<file path="src/rtl/stage_id_buf_pkg.sv">
// Shared constants and the decode bundle for the buffered decode stage.
package stage_id_buf_pkg;

   // Widths
   localparam int INST_W_DEF  = 32;
   localparam int INST_ADDR_W = 32;
   localparam int DATA_W_DEF  = 32;
   localparam int REG_ADDR_W  = 5;
   localparam int ALU_SRC_W   = 2;
   localparam int ALU_OP_W    = 4;

   // RV32I major opcodes
   localparam logic [6:0] OPCODE_LUI    = 7'b0110111;
   localparam logic [6:0] OPCODE_AUIPC  = 7'b0010111;
   localparam logic [6:0] OPCODE_JAL    = 7'b1101111;
   localparam logic [6:0] OPCODE_JALR   = 7'b1100111;
   localparam logic [6:0] OPCODE_BRANCH = 7'b1100011;
   localparam logic [6:0] OPCODE_LOAD   = 7'b0000011;
   localparam logic [6:0] OPCODE_STORE  = 7'b0100011;
   localparam logic [6:0] OPCODE_ALUI   = 7'b0010011;
   localparam logic [6:0] OPCODE_ALUR   = 7'b0110011;

   // The only func7 values accepted for register-register ALU ops
   localparam logic [6:0] FUNC7_ALU_0 = 7'b0000000;
   localparam logic [6:0] FUNC7_ALU_1 = 7'b0100000;

   // ALU operation {func7[5], func3}; ADD is the all-zero encoding
   localparam logic [ALU_OP_W-1:0] ALU_OP_ADD = 4'b0000;

   // ALU operand selects
   localparam logic [ALU_SRC_W-1:0] ALU_SRC_R   = 2'd0;
   localparam logic [ALU_SRC_W-1:0] ALU_SRC_IMM = 2'd1;
   localparam logic [ALU_SRC_W-1:0] ALU_SRC_PC  = 2'd2;

   // Everything the execute stage needs from one instruction
   typedef struct packed {
      logic                  reg_wr;
      logic [REG_ADDR_W-1:0] rd;
      logic [REG_ADDR_W-1:0] rs1;
      logic [REG_ADDR_W-1:0] rs2;
      logic [ALU_OP_W-1:0]   alu_op;
      logic [ALU_SRC_W-1:0]  src1;
      logic [ALU_SRC_W-1:0]  src2;
      logic [31:0]           imm;
      logic                  is_jump;
      logic                  is_branch;
      logic                  is_load;
      logic                  is_store;
      logic                  illegal;
      logic [2:0]            branch_type;
      logic [2:0]            mem_size;
   } dec_t;

endpackage

</file>
<file path="src/rtl/stage_id_buf_inst_decoder.sv">
// Purely combinational RV32I integer decoder: instruction word in, decode bundle out.
// Unused register fields are forced to zero so the hazard logic sees no false dependencies.
module inst_decoder
   import stage_id_buf_pkg::*;
(
   input  logic [31:0] inst,
   output dec_t        dec
);

   logic [6:0]            opcode;
   logic [2:0]            func3;
   logic [6:0]            func7;
   logic [REG_ADDR_W-1:0] rd_f;
   logic [REG_ADDR_W-1:0] rs1_f;
   logic [REG_ADDR_W-1:0] rs2_f;
   logic [31:0]           imm_i;
   logic [31:0]           imm_s;
   logic [31:0]           imm_b;
   logic [31:0]           imm_u;
   logic [31:0]           imm_j;

   assign opcode = inst[6:0];
   assign func3  = inst[14:12];
   assign func7  = inst[31:25];
   assign rd_f   = inst[11:7];
   assign rs1_f  = inst[19:15];
   assign rs2_f  = inst[24:20];

   assign imm_i = {{20{inst[31]}}, inst[31:20]};
   assign imm_s = {{20{inst[31]}}, inst[31:25], inst[11:7]};
   assign imm_b = {{19{inst[31]}}, inst[31], inst[7], inst[30:25], inst[11:8], 1'b0};
   assign imm_u = {inst[31:12], 12'b0};
   assign imm_j = {{11{inst[31]}}, inst[31], inst[19:12], inst[20], inst[30:21], 1'b0};

   // Per-opcode field selection; anything unrecognised is flagged illegal with all else zero
   always_comb begin
      dec        = '0;
      dec.alu_op = ALU_OP_ADD;
      unique case (opcode)
         OPCODE_LUI: begin
            dec.rd     = rd_f;
            dec.reg_wr = (rd_f != '0);
            dec.src1   = ALU_SRC_R;
            dec.src2   = ALU_SRC_IMM;
            dec.imm    = imm_u;
         end
         OPCODE_AUIPC: begin
            dec.rd     = rd_f;
            dec.reg_wr = (rd_f != '0);
            dec.src1   = ALU_SRC_PC;
            dec.src2   = ALU_SRC_IMM;
            dec.imm    = imm_u;
         end
         OPCODE_JAL: begin
            dec.rd      = rd_f;
            dec.reg_wr  = (rd_f != '0);
            dec.src1    = ALU_SRC_PC;
            dec.src2    = ALU_SRC_IMM;
            dec.imm     = imm_j;
            dec.is_jump = 1'b1;
         end
         OPCODE_JALR: begin
            dec.rd      = rd_f;
            dec.reg_wr  = (rd_f != '0);
            dec.rs1     = rs1_f;
            dec.src1    = ALU_SRC_R;
            dec.src2    = ALU_SRC_IMM;
            dec.imm     = imm_i;
            dec.is_jump = 1'b1;
         end
         OPCODE_BRANCH: begin
            dec.rs1         = rs1_f;
            dec.rs2         = rs2_f;
            dec.src1        = ALU_SRC_PC;
            dec.src2        = ALU_SRC_IMM;
            dec.imm         = imm_b;
            dec.is_branch   = 1'b1;
            dec.branch_type = func3;
         end
         OPCODE_LOAD: begin
            dec.rd       = rd_f;
            dec.reg_wr   = (rd_f != '0);
            dec.rs1      = rs1_f;
            dec.src1     = ALU_SRC_R;
            dec.src2     = ALU_SRC_IMM;
            dec.imm      = imm_i;
            dec.is_load  = 1'b1;
            dec.mem_size = func3;
         end
         OPCODE_STORE: begin
            dec.rs1      = rs1_f;
            dec.rs2      = rs2_f;
            dec.src1     = ALU_SRC_R;
            dec.src2     = ALU_SRC_IMM;
            dec.imm      = imm_s;
            dec.is_store = 1'b1;
            dec.mem_size = func3;
         end
         OPCODE_ALUI: begin
            dec.rd     = rd_f;
            dec.reg_wr = (rd_f != '0);
            dec.rs1    = rs1_f;
            dec.src1   = ALU_SRC_R;
            dec.src2   = ALU_SRC_IMM;
            dec.imm    = imm_i;
            // Only the right shifts carry an arithmetic/logical selector in bit 30
            dec.alu_op = {(func3 == 3'b101) ? inst[30] : 1'b0, func3};
         end
         OPCODE_ALUR: begin
            if ((func7 == FUNC7_ALU_0) || (func7 == FUNC7_ALU_1)) begin
               dec.rd     = rd_f;
               dec.reg_wr = (rd_f != '0);
               dec.rs1    = rs1_f;
               dec.rs2    = rs2_f;
               dec.src1   = ALU_SRC_R;
               dec.src2   = ALU_SRC_R;
               dec.alu_op = {func7[5], func3};
            end else begin
               dec.illegal = 1'b1;
            end
         end
         default: begin
            dec.illegal = 1'b1;
         end
      endcase
   end

endmodule

</file>
<file path="src/rtl/stage_id_buf.sv">
// Buffered decode stage: DEPTH-entry instruction queue feeding a registered
// valid/ready output slot holding the decoded head instruction.
//
// Handshake: a transfer happens on a rising edge where valid && ready are both
// high; valid never depends on ready, the producer holds its data until taken,
// and in_ready depends only on en and the queue occupancy.
module stage_id_buf
   import stage_id_buf_pkg::*;
#(
   parameter int DEPTH  = 4,
   parameter int INST_W = INST_W_DEF,
   parameter int ADDR_W = INST_ADDR_W,
   parameter int DATA_W = DATA_W_DEF
)(
   input  logic                  clk,
   input  logic                  rst_n,
   input  logic                  en,
   input  logic                  kill,
   input  logic                  in_valid,
   output logic                  in_ready,
   input  logic [INST_W-1:0]     in_inst,
   input  logic [ADDR_W-1:0]     in_pc,
   output logic [REG_ADDR_W-1:0] regfile_addr1,
   output logic [REG_ADDR_W-1:0] regfile_addr2,
   output logic                  out_valid,
   input  logic                  out_ready,
   output logic                  out_reg_wr,
   output logic [REG_ADDR_W-1:0] out_reg_addr_rd,
   output logic [REG_ADDR_W-1:0] out_reg_addr_r1,
   output logic [REG_ADDR_W-1:0] out_reg_addr_r2,
   output logic [3:0]            out_alu_op,
   output logic [ALU_SRC_W-1:0]  out_alu_src_arg1,
   output logic [ALU_SRC_W-1:0]  out_alu_src_arg2,
   output logic [DATA_W-1:0]     out_imm,
   output logic                  out_is_jump,
   output logic                  out_is_branch,
   output logic                  out_is_load,
   output logic                  out_is_store,
   output logic                  out_illegal,
   output logic [2:0]            out_branch_type,
   output logic [2:0]            out_mem_size,
   output logic [ADDR_W-1:0]     out_pc
);

   localparam int CNT_W = $clog2(DEPTH + 1);
   localparam int PTR_W = $clog2(DEPTH);

   // Queue storage and bookkeeping
   logic [INST_W-1:0] inst_mem_q [DEPTH];
   logic [ADDR_W-1:0] pc_mem_q   [DEPTH];
   logic [PTR_W-1:0]  wr_ptr_q, wr_ptr_d;
   logic [PTR_W-1:0]  rd_ptr_q, rd_ptr_d;
   logic [CNT_W-1:0]  count_q,  count_d;

   // Output slot
   logic              out_valid_q, out_valid_d;
   dec_t              slot_dec_q,  slot_dec_d;
   logic [ADDR_W-1:0] slot_pc_q,   slot_pc_d;

   logic              push;
   logic              pop;
   logic              retire;
   logic              not_empty;
   logic [INST_W-1:0] head_inst;
   dec_t              head_dec;

   assign not_empty = (count_q != '0);
   assign head_inst = inst_mem_q[rd_ptr_q];

   inst_decoder u_dec (
      .inst (head_inst[31:0]),
      .dec  (head_dec)
   );

   // No bypass: readiness is from occupancy only, so a full queue refuses even when popping
   assign in_ready = en && (count_q < CNT_W'(DEPTH));

   assign push   = in_valid && in_ready && !kill;
   assign pop    = en && !kill && not_empty && (!out_valid_q || out_ready);
   assign retire = en && !kill && out_valid_q && out_ready && !pop;

   // Source registers of the queue head for early register-file read
   assign regfile_addr1 = not_empty ? head_dec.rs1 : '0;
   assign regfile_addr2 = not_empty ? head_dec.rs2 : '0;

   // Next-state for pointers, occupancy and the output slot; kill wins over everything
   always_comb begin
      wr_ptr_d    = wr_ptr_q;
      rd_ptr_d    = rd_ptr_q;
      count_d     = count_q;
      out_valid_d = out_valid_q;
      slot_dec_d  = slot_dec_q;
      slot_pc_d   = slot_pc_q;
      if (kill) begin
         wr_ptr_d    = '0;
         rd_ptr_d    = '0;
         count_d     = '0;
         out_valid_d = 1'b0;
      end else begin
         if (push) begin
            wr_ptr_d = wr_ptr_q + PTR_W'(1);
         end
         if (pop) begin
            rd_ptr_d    = rd_ptr_q + PTR_W'(1);
            out_valid_d = 1'b1;
            slot_dec_d  = head_dec;
            slot_pc_d   = pc_mem_q[rd_ptr_q];
         end else if (retire) begin
            out_valid_d = 1'b0;
         end
         unique case ({push, pop})
            2'b10:   count_d = count_q + CNT_W'(1);
            2'b01:   count_d = count_q - CNT_W'(1);
            default: count_d = count_q;
         endcase
      end
   end

   // Control and output-slot registers with asynchronous clear
   always_ff @(posedge clk or negedge rst_n) begin
      if (!rst_n) begin
         wr_ptr_q    <= '0;
         rd_ptr_q    <= '0;
         count_q     <= '0;
         out_valid_q <= 1'b0;
         slot_dec_q  <= '0;
         slot_pc_q   <= '0;
      end else begin
         wr_ptr_q    <= wr_ptr_d;
         rd_ptr_q    <= rd_ptr_d;
         count_q     <= count_d;
         out_valid_q <= out_valid_d;
         slot_dec_q  <= slot_dec_d;
         slot_pc_q   <= slot_pc_d;
      end
   end

   // Queue payload storage; contents are only meaningful below count, so no reset
   always_ff @(posedge clk) begin
      if (push) begin
         inst_mem_q[wr_ptr_q] <= in_inst;
         pc_mem_q[wr_ptr_q]   <= in_pc;
      end
   end

   assign out_valid        = out_valid_q;
   assign out_reg_wr       = slot_dec_q.reg_wr;
   assign out_reg_addr_rd  = slot_dec_q.rd;
   assign out_reg_addr_r1  = slot_dec_q.rs1;
   assign out_reg_addr_r2  = slot_dec_q.rs2;
   assign out_alu_op       = slot_dec_q.alu_op;
   assign out_alu_src_arg1 = slot_dec_q.src1;
   assign out_alu_src_arg2 = slot_dec_q.src2;
   assign out_imm          = DATA_W'($signed(slot_dec_q.imm));
   assign out_is_jump      = slot_dec_q.is_jump;
   assign out_is_branch    = slot_dec_q.is_branch;
   assign out_is_load      = slot_dec_q.is_load;
   assign out_is_store     = slot_dec_q.is_store;
   assign out_illegal      = slot_dec_q.illegal;
   assign out_branch_type  = slot_dec_q.branch_type;
   assign out_mem_size     = slot_dec_q.mem_size;
   assign out_pc           = slot_pc_q;

endmodule

</file>
<file path="config.mk">
export PLATFORM = sky130hd
export DESIGN_NAME = stage_id_buf
export DESIGN_NICKNAME = d
export VERILOG_FILES = /design/src/rtl/stage_id_buf_pkg.sv /design/src/rtl/stage_id_buf_inst_decoder.sv /design/src/rtl/stage_id_buf.sv
export SDC_FILE = /design/constraint.sdc
export NUM_CORES = 1
export LEC_CHECK = 0
export CORE_ASPECT_RATIO = 1.1
export CORE_MARGIN = 3
export CORE_UTILIZATION = 35
export DETAILED_ROUTE_END_ITERATION = 16
export HOLD_SLACK_MARGIN = 0.1
export RECOVER_POWER = 100
export SYNTH_ARGS = -nofsm -noshare
export SYNTH_HDL_FRONTEND = slang
export SYNTH_SLANG_ARGS = --single-unit
</file>
<file path="constraint.sdc">
create_clock -name clk -period 3.3 [get_ports clk]
set_input_delay 0.66 -clock clk [delete_from_list [all_inputs] [get_ports clk]]
set_output_delay 0.66 -clock clk [all_outputs]
set_load 0.02 [all_outputs]
</file>
==> metrics.csv, run 1 <==
metric,value,unit
status,"complete, but fails checks",
violations,negative setup slack,
async_flop_share,29.1,%
yosys_warnings,0,
critPathLaunchType,flop,
area_growth,30.7,%
p_per_area,778,mW/mm²
max-cap-violations,0,
mostFrequentLayoutCell,edfxtp_1,
die_x,196,µm
clkTransAtPathRegs,60,ps
core_area,0.0393,mm²
period_needed,3610,ps
yosysSeqAreaShare,73.9,%
place.gp.congestion,0.820,
detailed_place_hpwl,22400,µm
layout_common_cells,"edfxtp_1, nand2_1, dfrtp_1, clkdlybuf4s50_1, buf_4",
io_buffers,178,
fp-row-count,76,
antenna_found_initial,7,
worstMarginPinSlew,1450,ps
grt_usage,16.6,%
die_area,0.0423,mm²
grt_max_degree,65,
die_y,215,µm
arrival,2950,ps
grt-ovfl-total,0,
cts_sinks,361,
relSlewSlack,3.65,%
drt_iter0_drc,425,
end_kind,output pin,
io_pins,181,
cts_made_buffers,39,
clk_path_buf_depth,3,
period_share,109,%
grt_pass1_vias,8522,
via_count,8184,
yosys_register_bits,361,
postSynthCellCount,826,
route.detailed.wl_per_inst,21.6,µm
grt_util_met1,23.3,%
yosys_most_used_dff,edfxtp_1,
rsz0062_at_grt,yes,
syn_avg_cell_area,16.9,µm²
firstDrtPassIters,4,
fin_nets,1160,
start_util,35.5,%
vias_per_cell,5.04,
worstPathRequired,2640,ps
worstSetupPathType,reg2out,
p_total,0.0142,W
grt_busiest_layer,met2,
synth_enable_flop_cells,256,
ys_types,59,
drive_gt1_share,22.0,%
p_leak,6.63,nW
crit_path_max_fanout,7,
cts_root_buffer,clkbuf_16,
grt_pass1_wl,53300,µm
finalWorstSetupSlack,-313,ps
grtUsageMet3,3.98,%
routed_wl,35000,µm
cts_tree,built,
grtUsageMet2,26.2,%
hold_violations,0,
clock_skew,19.1,ps
finalSetupViolCount,10,
max_freq,277,MHz
drcViolationCount,0,
syn_area,0.0140,mm²
placed_cells,1538,
clk_latency,540,ps
h-tree-depth,2,
slew_violations,0,
stdcell_count,1624,
final_antenna_net_count,0,
hp-class,reg2reg,
peakVddDrop,535,µV
cells by family (layout without fill, tap and decap cells):
group / after synthesis / after routing / synth area share [%]
buffers and inverters: 50 / 338 / 1.76
XOR/XNOR: 5 / 5 / 0.314
multiplexers: 70 / 70 / 10.8
other: 1 / 3 / 0.0269
adder cells (fa/ha/maj): 5 / 5 / 0.502
flip-flops: 361 / 361 / 73.9
AND/OR/NAND/NOR: 232 / 232 / 7.73
AO/OA/AOI/OAI: 102 / 103 / 4.91
cells in the mapped netlist, types with 2 or more instances:
cell,count,area (µm²)
a211oi_1,10,75.1
a21oi_1,40,200
a221oi_1,5,43.8
a22o_1,18,158
a31oi_1,3,18.8
and2_1,4,25.0
buf_2,10,50.1
buf_4,2,15.0
buf_6,5,56.3
clkbuf_1,26,97.6
dfrtp_1,105,2630
edfxtp_1,256,7690
ha_1,4,50.1
inv_1,6,22.5
mux2i_1,6,60.1
mux4_1,5,131
mux4_2,58,1310
nand2_1,139,522
nand2b_1,2,12.5
nand4b_1,3,26.3
nor2_1,46,173
nor2b_1,2,12.5
nor3_1,5,25.0
nor3_4,2,32.5
nor3b_1,9,67.6
nor4_1,3,18.8
nor4b_1,2,17.5
o21ai_0,13,65.1
o31ai_1,4,30.0
xnor2_1,3,26.3
xor2_1,2,17.5
through the flow:
step / TNS (ps) / worst slack, ps / area [µm²] / hold WS [ps] / util (%)
finish: -2790 / -313 / 18200 / 470 / 46.4
global route: -3970 / -417 / 18200 / 491 / 46.4
detailed placement: -3270 / -410 / 16800 / 461 / 42.8
CTS: -3340 / -351 / 18200 / 477 / 46.4
floorplan: 0 / 50.5 / 14000 / 364 / -
global placement: -3170 / -371 / 16800 / 458 / 42.8
path summary, 6_finish.rpt:
| kind | start | end | slack (ps) | cells past startpoint |
|---|---|---|---|---|
| max in group asynchronous | rst_n | out_pc[12] | 580 | 3 |
| min in group asynchronous | rst_n | rd_ptr_q[0] | 1000 | 2 |
| max | rd_ptr_q[0] | regfile_addr1[0] | -310 | 9 |
| min | out_pc[16] | out_pc[16] | 470 | 2 |
| min reg2reg | out_pc[16] | out_pc[16] | 470 | 2 |
| max reg2reg | rd_ptr_q[0] | out_imm[4] | 360 | 7 |
worst max-delay path: stages, from the launching register on:
cell and delay, ps:
dfrtp_4 510, buf_6 130, mux4_2 540, nor4_4 250, buf_4 160, and3_4 220, a22oi_2 110, buf_12 180
nor3b_2 160, buf_4 160
metal layers:
metal  wire (µm)  vias up
met3        2030       65
met5          59        -
met1       15700     4212
met4         795       10
li1            -     3676
met2       16500      221
report_power, final:
part / total (W) / switching, W / internal [W]
clock network: 0.00425 / 0.00173 / 0.00252
logic: 0.00422 / 0.00225 / 0.00196
registers: 0.00573 / 0.000332 / 0.00540
layout make-up:
type	instances	area, µm²
fillers	3434	21000
flip-flops and latches	361	10300
multi-input cells	417	3510
repair buffers	260	2490
clock buffers	57	1110
well taps	507	634
clock inverters	15	140
inverters	6	22.5
diodes	1	2.50
registers in the layout (all words and copies together) (netlist names), 3 cells and up:
| name | flops |
|---|---|
| out_reg_addr_r2 | 5 |
| out_pc | 32 |
| out_alu_op | 4 |
| out_reg_addr_r1 | 5 |
| out_mem_size | 3 |
| inst_mem_q | 128 |
| out_imm | 32 |
| pc_mem_q | 128 |
| count_q | 3 |
| out_branch_type | 3 |
| out_reg_addr_rd | 5 |
what timing repair did:
| action | 4_1_cts | 5_1_grt |
|---|---|---|
| hold endpoints to repair | 23 | 0 |
| resized for setup | 74 | 7 |
| setup endpoints to repair | 10 | 10 |
| pin swaps | 6 | 5 |
| buffers inserted | 9 | 2 |
| hold buffers | 1 | 0 |
| gates cloned | 1 | 0 |
Power figures use the tool's default switching activity.
==> run 2: changes to the inputs <==
- CELL_PAD_IN_SITES_DETAIL_PLACEMENT: not set -> 1
- CELL_PAD_IN_SITES_GLOBAL_PLACEMENT: not set -> 2
- PLACE_DENSITY_LB_ADDON: not set -> 0.1
==> metrics.csv, run 2 (synthesized netlist as in run 1, its figures left out) <==
metric,value,unit
r2r_cells,6,
grt_max_degree,63,
route.detailed.wl_per_inst,21.9,µm
firstDrtPassIters,5,
grt-ovfl-total,0,
timing.rr.end,out_branch_type[1],
layout_common_cells,"edfxtp_1, dlygate4sd3_1, nand2_1, dfrtp_1, mux4_2",
die_area,0.0423,mm²
die_y,215,µm
crit_slowest_cell,dfrtp_4,
clock_skew,14.1,ps
clkPwrFrac,32.0,%
pre_cts_slack,-250,ps
detailed_place_hpwl,23800,µm
drive_gt1_share,21.9,%
min_path_cells,2,
cts_sinks,361,
max_freq,284,MHz
rsz0062_at_grt,yes,
die_x,196,µm
path_cells,buf_4 > buf_4 > mux4_2 > or2_4 > nor3_4 > a21oi_4 > buf_12 > nor3b_2 > buf_4,
p_leak,6.86,nW
start_util,35.5,%
io_pins,181,
critPathLaunchType,flop,
final_antenna_net_count,0,
worstHoldEndpoint,out_pc[8],
stdcell_count,1620,
p_int,0.0100,W
clk_path_buf_depth,3,
io_buffers,178,
hold_violations,0,
slew_violations,40,
via_count,8043,
combinationalPowerShare,28.2,%
cpMostUsedCell,buf_4,
largestRegisters,"inst_mem_q x128, pc_mem_q x128",
p_per_area,783,mW/mm²
fin_nets,1156,
slowest_delay,490,ps
period_needed,3520,ps
multi_input_area,0.00350,mm²
placed_cells,1539,
worstPathRequired,2640,ps
drt_iter0_drc,321,
cts_tree,built,
routed_wl,35600,µm
grt_usage,17.1,%
violations,"max-capacitance violations, max-slew violations, negative setup slack",
clk_latency,530,ps
drcViolationCount,0,
p_total,0.0143,W
reg2reg_from,count_q[1],
clkTransAtPathRegs,60,ps
finalSetupViolCount,10,
hold_start,out_pc[8],
max-cap-violations,1,
seq_area,0.0103,mm²
core_area,0.0393,mm²
crit_path_max_fanout,7,
arrival,2860,ps
hp-class,reg2reg,
holdWs,464,ps
end_kind,output pin,
cts_made_buffers,38,
mostFrequentLayoutCell,edfxtp_1,
worstMarginPinSlew,2070,ps
relSlewSlack,-38.3,%
seq_power_share,39.8,%
vias_per_cell,4.96,
antenna_found_initial,9,
area_growth,30.8,%
place.gp.congestion,0.733,
cts_root_buffer,clkbuf_16,
peakVddDrop,490,µV
finalWorstSetupSlack,-219,ps
stdcell_area,0.0182,mm²
r2r_slack,150,ps
fp-row-count,76,
grt_pass1_wl,55600,µm
postPlaceCellArea,0.0169,mm²
grt_pass1_vias,8921,
fillerInstances,3829,
p_sw,0.00426,W
worstSetupPathType,reg2out,
sw_frac_of_total,29.8,%
period_share,107,%
h-tree-depth,2,
status,"complete, but fails checks",
[run 2: changes by cell type in the layout (fill, tap and decap cells not counted), sizes merged]
cell / change
a22oi: -1
buf: -16
bufinv: +3
clkbuf: +14
clkdlybuf4s50: -98
clkinv: -4
clkinvlp: +1
diode: +1
dlygate4sd3: +98
inv: -2
[run 2: through the flow]
stage	utilization [%]	TNS, ps
2_1_floorplan	-	0
3_3_place_gp	42.9	-1940
3_5_place_dp	42.9	-1940
4_1_cts	46.7	-2390
5_1_grt	46.4	-6920
6_report	46.4	-1920
[run 2: worst max path at each step]
stage	start	slack (ps)	endpoint	cells after the start
after global placement	rd_ptr_q[0]	-240	regfile_addr1[3]	6
after global routing	rd_ptr_q[0]	-340	regfile_addr2[4]	9
after floorplan	rd_ptr_q[0]	50	regfile_addr1[0]	7
after CTS	rd_ptr_q[0]	-270	regfile_addr2[3]	8
final	rd_ptr_q[0]	-220	regfile_addr2[4]	9
after detailed placement	rd_ptr_q[0]	-250	regfile_addr1[2]	6
[run 2: area by class of cell]
cell class / instances / share of cell area [%]
flip-flops and latches: 361 / 56.6
multi-input cells: 416 / 19.2
repair buffers: 258 / 13.1
well taps: 507 / 3.48
inverters: 6 / 0.123
diodes: 2 / 0.0274
clock inverters: 13 / 1.06
clock buffers: 57 / 6.41
[run 2: what timing repair did]
action                                 in CTS  in global routing
endpoints found under the hold margin      25                  0
resized for setup                          70                 23
buffers inserted                            7                  1
setup endpoints to repair                  10                 12
pin swaps                                   4                  7
hold buffers                                1                  0
[run 2: metal layers]
layer | up-vias | share of wire (%) | global-route usage (%)
li1 | 3654 | - | -
met1 | 4165 | 44 | 22.6
met2 | 164 | 50 | 29.1
met3 | 48 | 4.8 | 4.06
met4 | 12 | 1.5 | 3.57
met5 | - | 0.19 | 0
[run 2: power groups by stage]
stage          logic [W]  clock network, W  registers [W]
6_report         0.00402           0.00457        0.00569
3_3_place_gp     0.00409                 0        0.00582
3_5_place_dp     0.00411                 0        0.00584
4_1_cts          0.00426           0.00472        0.00572
2_1_floorplan    0.00181                 0        0.00623
5_1_grt          0.00439           0.00489        0.00576
[run 2: worst max-delay path: cells and delay by family (launching register included)]
kind,cells,cell delay [ps]
DFF,1,490
buffers and inverters,4,630
and+or+nand+nor,3,670
muxes,1,480
AOI/OAI and AO/OA,1,60
==> run 3: changes to the inputs <==
- CTS_CLUSTER_DIAMETER: not set -> 120
==> results of run 3 <==
Same layout as run 2: the final DEF is identical, and so are final timing and power.
